$ cat src/rtl/pattern_blink_seq.sv
// Slow step generator that rotates an active-low chip select and animates an LED bank.
// Define LED_PWM_EN to add a 4-bit duty input that dims the LED outputs.
module pattern_blink_seq #(
    parameter int              CNT_W   = 24,
    parameter logic [CNT_W-1:0] DIV_MAX = CNT_W'(24'hFFFFFF),
    parameter int              LED_W   = 8,
    parameter int              CS_W    = 3,
    localparam int             IDX_W   = $clog2(CS_W)
) (
    input  logic              ck,
    input  logic              rst,
    input  logic              en,
    input  logic [1:0]        mode,
`ifdef LED_PWM_EN
    input  logic [3:0]        duty,
`endif
    output logic [LED_W-1:0]  led,
    output logic [CS_W-1:0]   cs,
    output logic              tick,
    output logic [IDX_W-1:0]  cs_idx
);

    typedef enum logic [1:0] {
        M_BLINK  = 2'd0,
        M_SHIFT  = 2'd1,
        M_BOUNCE = 2'd2,
        M_COUNT  = 2'd3
    } mode_t;

    logic [CNT_W-1:0] r_presc;
    logic             r_tick;
    logic [LED_W-1:0] r_led;
    logic [CS_W-1:0]  r_cs;
    logic [IDX_W-1:0] r_idx;
    mode_t            r_mode_q;
    logic             r_dir_up;

    logic             w_step;
    logic [IDX_W-1:0] w_idx_next;
    logic [LED_W-1:0] w_up;
    logic [LED_W-1:0] w_dn;
    logic [LED_W-1:0] w_pat_next;
    logic             w_dir_next;

    assign w_step     = en && (r_presc == DIV_MAX);
    assign w_idx_next = (r_idx == IDX_W'(CS_W - 1)) ? '0 : r_idx + IDX_W'(1);
    assign w_up       = r_led << 1;
    assign w_dn       = r_led >> 1;

    // A mode change loads the new mode's seed instead of stepping the pattern.
    always_comb begin
        w_pat_next = r_led;
        w_dir_next = r_dir_up;
        if (mode != 2'(r_mode_q)) begin
            w_pat_next = (mode_t'(mode) == M_SHIFT || mode_t'(mode) == M_BOUNCE)
                         ? LED_W'(1) : '0;
            w_dir_next = 1'b1;
        end else begin
            case (r_mode_q)
                M_BLINK: w_pat_next = ~r_led;
                M_SHIFT: w_pat_next = w_up | (r_led >> (LED_W - 1));
                M_BOUNCE: begin
                    if (LED_W == 1) begin
                        w_pat_next = LED_W'(1);
                    end else if (r_dir_up) begin
                        w_pat_next = w_up;
                        if (w_up[LED_W-1])
                            w_dir_next = 1'b0;
                    end else begin
                        w_pat_next = w_dn;
                        if (w_dn[0])
                            w_dir_next = 1'b1;
                    end
                end
                default: w_pat_next = r_led + LED_W'(1);
            endcase
        end
    end

    always_ff @(posedge ck) begin
        if (rst) begin
            r_presc  <= '0;
            r_tick   <= 1'b0;
            r_led    <= '0;
            r_cs     <= ~CS_W'(1);
            r_idx    <= '0;
            r_mode_q <= M_BLINK;
            r_dir_up <= 1'b1;
        end else begin
            r_tick <= w_step;
            if (en)
                r_presc <= w_step ? '0 : r_presc + CNT_W'(1);
            if (w_step) begin
                r_idx    <= w_idx_next;
                r_cs     <= ~(CS_W'(1) << w_idx_next);
                r_mode_q <= mode_t'(mode);
                r_led    <= w_pat_next;
                r_dir_up <= w_dir_next;
            end
        end
    end

`ifdef LED_PWM_EN
    logic [3:0] r_pwm;

    always_ff @(posedge ck) begin
        if (rst)
            r_pwm <= '0;
        else
            r_pwm <= r_pwm + 4'd1;
    end

    assign led = r_led & {LED_W{r_pwm < duty}};
`else
    assign led = r_led;
`endif

    assign cs     = r_cs;
    assign tick   = r_tick;
    assign cs_idx = r_idx;

endmodule

$ cat config.mk
export PLATFORM = sky130hd
export DESIGN_NAME = pattern_blink_seq
export DESIGN_NICKNAME = d
export VERILOG_FILES = /design/src/rtl/pattern_blink_seq.sv
export SDC_FILE = /design/constraint.sdc
export NUM_CORES = 1
export LEC_CHECK = 0
export CAP_MARGIN = 20
export CORE_ASPECT_RATIO = 0.5
export CORE_MARGIN = 3
export CORE_UTILIZATION = 50
export CTS_CLUSTER_SIZE = 20
export DETAILED_ROUTE_END_ITERATION = 8
export PLACE_DENSITY = 0.8
export REMOVE_ABC_BUFFERS = 1
export SLEW_MARGIN = 25
export SYNTH_ARGS = -nofsm -noshare
export SYNTH_HDL_FRONTEND = slang
export SYNTH_SLANG_ARGS = --single-unit
$ cat constraint.sdc
create_clock -name ck -period 2.55 [get_ports ck]
set_clock_uncertainty 0.1 [all_clocks]
set_input_delay 0.51 -clock ck [delete_from_list [all_inputs] [get_ports ck]]
set_output_delay 0.51 -clock ck [all_outputs]
set_load 0.03 [all_outputs]
==> flow_metrics.tcl <==
set metrics [dict create \
    grt_pass1_vias 1783 \
    gp_congestion 0.915 \
    cp_num_buf_inv 1 \
    ys.flop_type "dfxtp_1" \
    max_freq_mhz 448 \
    detailed_place_hpwl_um 3500 \
    cp.depth 1 \
    power.static_leakage_uw 0.000886 \
    holdBufCountCts 0 \
    critical_path_class "reg2out" \
    timing.rr.start "led[1]$_SDFFE_PP0P_" \
    crit_path_top_delay_cell "clkdlybuf4s50_1" \
    clock_path_buffers 2 \
    max_cap_viol_count 0 \
    core_area_um2 4060 \
    setup_violations 0 \
    synthCells 272 \
    reg2reg_to "led[2]$_SDFFE_PP0P_" \
    cp_data_arrival_time_ps 1620 \
    ys_warn_count 0 \
    period_needed_ps 2230 \
    fin_crit_sh_pct 87.5 \
    cts_htree_levels 2 \
    nNetsFinal 299 \
    antenna_found_initial 0 \
    synth_edf_count 0 \
    post-route-drc-count 0 \
    fp.dieArea_um2 5260 \
    ant_nets 0 \
    synth_area_um2 2190 \
    worst_slew_pin_slew_ps 455 \
    slowest_delay_ps 760 \
    num_io_pins 19 \
    clockRootBuffer "clkbuf_8" \
    via_per_inst 5.84 \
    crit_end "led[6]" \
    startpoint "led[6]$_SDFFE_PP0P_" \
    n_fill_cell 321 \
    dp.cells 339 \
    hold_path.class "reg2reg" \
    setup_tns_ps 0 \
    synthTopCellsByCount "dfxtp_1 (41), nor2_1 (31), nand2_1 (30), a21oi_1 (16), xnor2_1 (16)" \
    reg2reg_slack_ps 420 \
    drt-pass1-iter-count 4 \
    area_growth_pct 17.7 \
    finalMaxSlewViolations 0 \
    clkTransAtPathRegs_ps 80 \
    synth_top_area_cell "dfxtp_1" \
    num_rows 16 \
    yosysMostFrequentCell "dfxtp_1" \
    power_density_nw_per_um2 475 \
    synth.top_cells.by_area "dfxtp_1 (37%), xnor2_1 (6.4%), nor2_1 (5.3%)" \
    die_x_um 99.6 \
    cts_setup_buffers 0 \
    die_y_um 52.8 \
    initialDrtViolationCount 88 \
    cp_cell_sequence "clkdlybuf4s50_1" \
    num_vias 2028 \
    cts-resized-gates 0 \
    ys_ff_latch 41 \
    globalRouteTotalUtil_pct 19.9 \
    grt_start_max_net_pins 23 \
    io_buffers 18 \
    wl_um 4970 \
    critPathTopFamily "buffers and inverters" \
    grt_pass1_wl_um 8240 \
    wl_per_cell_um 14.3 \
    reg2reg_depth 5 \
    overflow 0 \
    async_flop_share_pct 0 \
    status "finished clean" \
    peakVddDrop_uv 249 \
    num_antenna_cells 0 \
    fin_cells 347 \
    synth.distinct_cells 48 \
    clkLatencyLatePin_ps 290 \
    cts_buffers 5 \
    finalHoldViolations 0 \
    initial_core_util_pct 53.9 \
    clock-sinks 41 \
    synth_top_cell_area_share_pct 37.4 \
    path_max_fanout 11 \
    cp.required_ps 1940 \
    min_from "cs[0]$_SDFFE_PP0P_" \
    syn_area_per_cell_um2 8.06 \
    drive_gt1_share_pct 9.90 \
    start_kind "register" \
    rsz0062_at_grt "false" \
    slew_headroom_pct 69.6 \
    ys_seq_area_share_pct 37.4 \
    end_kind "primary output" \
    cts_tree "done" \
]
[power by group]
part	internal, µW	switching (µW)
sequential	642	3.38
combinational	19.6	25.5
clock	319	215
total	981	244
[routing by layer]
layer / wire length, µm / share of wire [%] / vias to the layer above / track usage [%]
met5: 0 / 0 / - / 0
met4: 89 / 1.8 / 0 / 8.16
met3: 283 / 5.7 / 8 / 5.58
met2: 2340 / 47 / 47 / 32.7
met1: 2260 / 45 / 970 / 24.9
li1: - / - / 1003 / -
[kinds of logic after synthesis]
family                     synth area share [%]
AOI/OAI and AO/OA                          15.7
adders and majority gates                  1.14
and+or+nand+nor                            28.0
muxes                                      3.37
xor gates and xnor gates                   9.99
DFF                                        37.4
buffers and inverters                      4.39
[final cells by class]
class / instances / area, µm² / area share, %
clock inverters: 1 / 30.0 / 1.16
repair buffers: 31 / 278 / 10.8
multi-input cells: 207 / 1270 / 49.4
flip-flops and latches: 41 / 821 / 31.8
clock buffers: 7 / 86.3 / 3.35
inverters: 6 / 22.5 / 0.873
well taps: 54 / 67.6 / 2.62
[worst min-delay path by stage]
stage	endpoint	slack (ps)	depth (start not counted)
after floorplan	r_presc[21]$_SDFFE_PP0P_	360	1
after global placement	cs[0]$_SDFFE_PP0P_	340	2
after detailed placement	cs[0]$_SDFFE_PP0P_	360	2
after CTS	cs[0]$_SDFFE_PP0P_	370	2
after global routing	cs[0]$_SDFFE_PP0P_	410	2
final	cs[0]$_SDFFE_PP0P_	360	2
[worst min-delay path: stages, from the launching register on]
cell     delay [ps]
dfxtp_1         310
nand2_1          50
a21oi_1          50
[registers in the layout, summed over array words and instances (netlist names)]
name      flops
r_mode_q      2
cs_idx        2
led           8
tick          1
r_dir_up      1
r_presc      24
cs            3
[placed cells by master (no fill, tap or decap), drive strengths merged, types with 4 or more instances in the layout]
cell type | netlist | layout
dfxtp | 41 | 41
nor2 | 31 | 31
nand2 | 30 | 30
clkdlybuf4s50 | 0 | 18
xnor2 | 16 | 16
a21oi | 16 | 16
nand3 | 14 | 14
o21ai | 14 | 14
buf | 4 | 13
nand4 | 11 | 11
xor2 | 9 | 9
nor3 | 9 | 9
clkbuf | 14 | 7
inv | 6 | 6
and2 | 6 | 6
mux2i | 4 | 4
and4 | 4 | 4
[through the flow]
step / hold WS [ps] / total power, µW / setup slack, ps / instance area, µm² / utilization (%)
after floorplan: 356 / 677 / 195 / 2120 / -
after global placement: 339 / 703 / 208 / 2460 / 60.6
after detailed placement: 358 / 704 / 157 / 2460 / 60.6
after CTS: 369 / 1230 / 318 / 2580 / 63.5
after global routing: 412 / 1260 / 266 / 2580 / 63.5
final: 359 / 1230 / 318 / 2580 / 63.5
(Power assumes the default switching activity.)
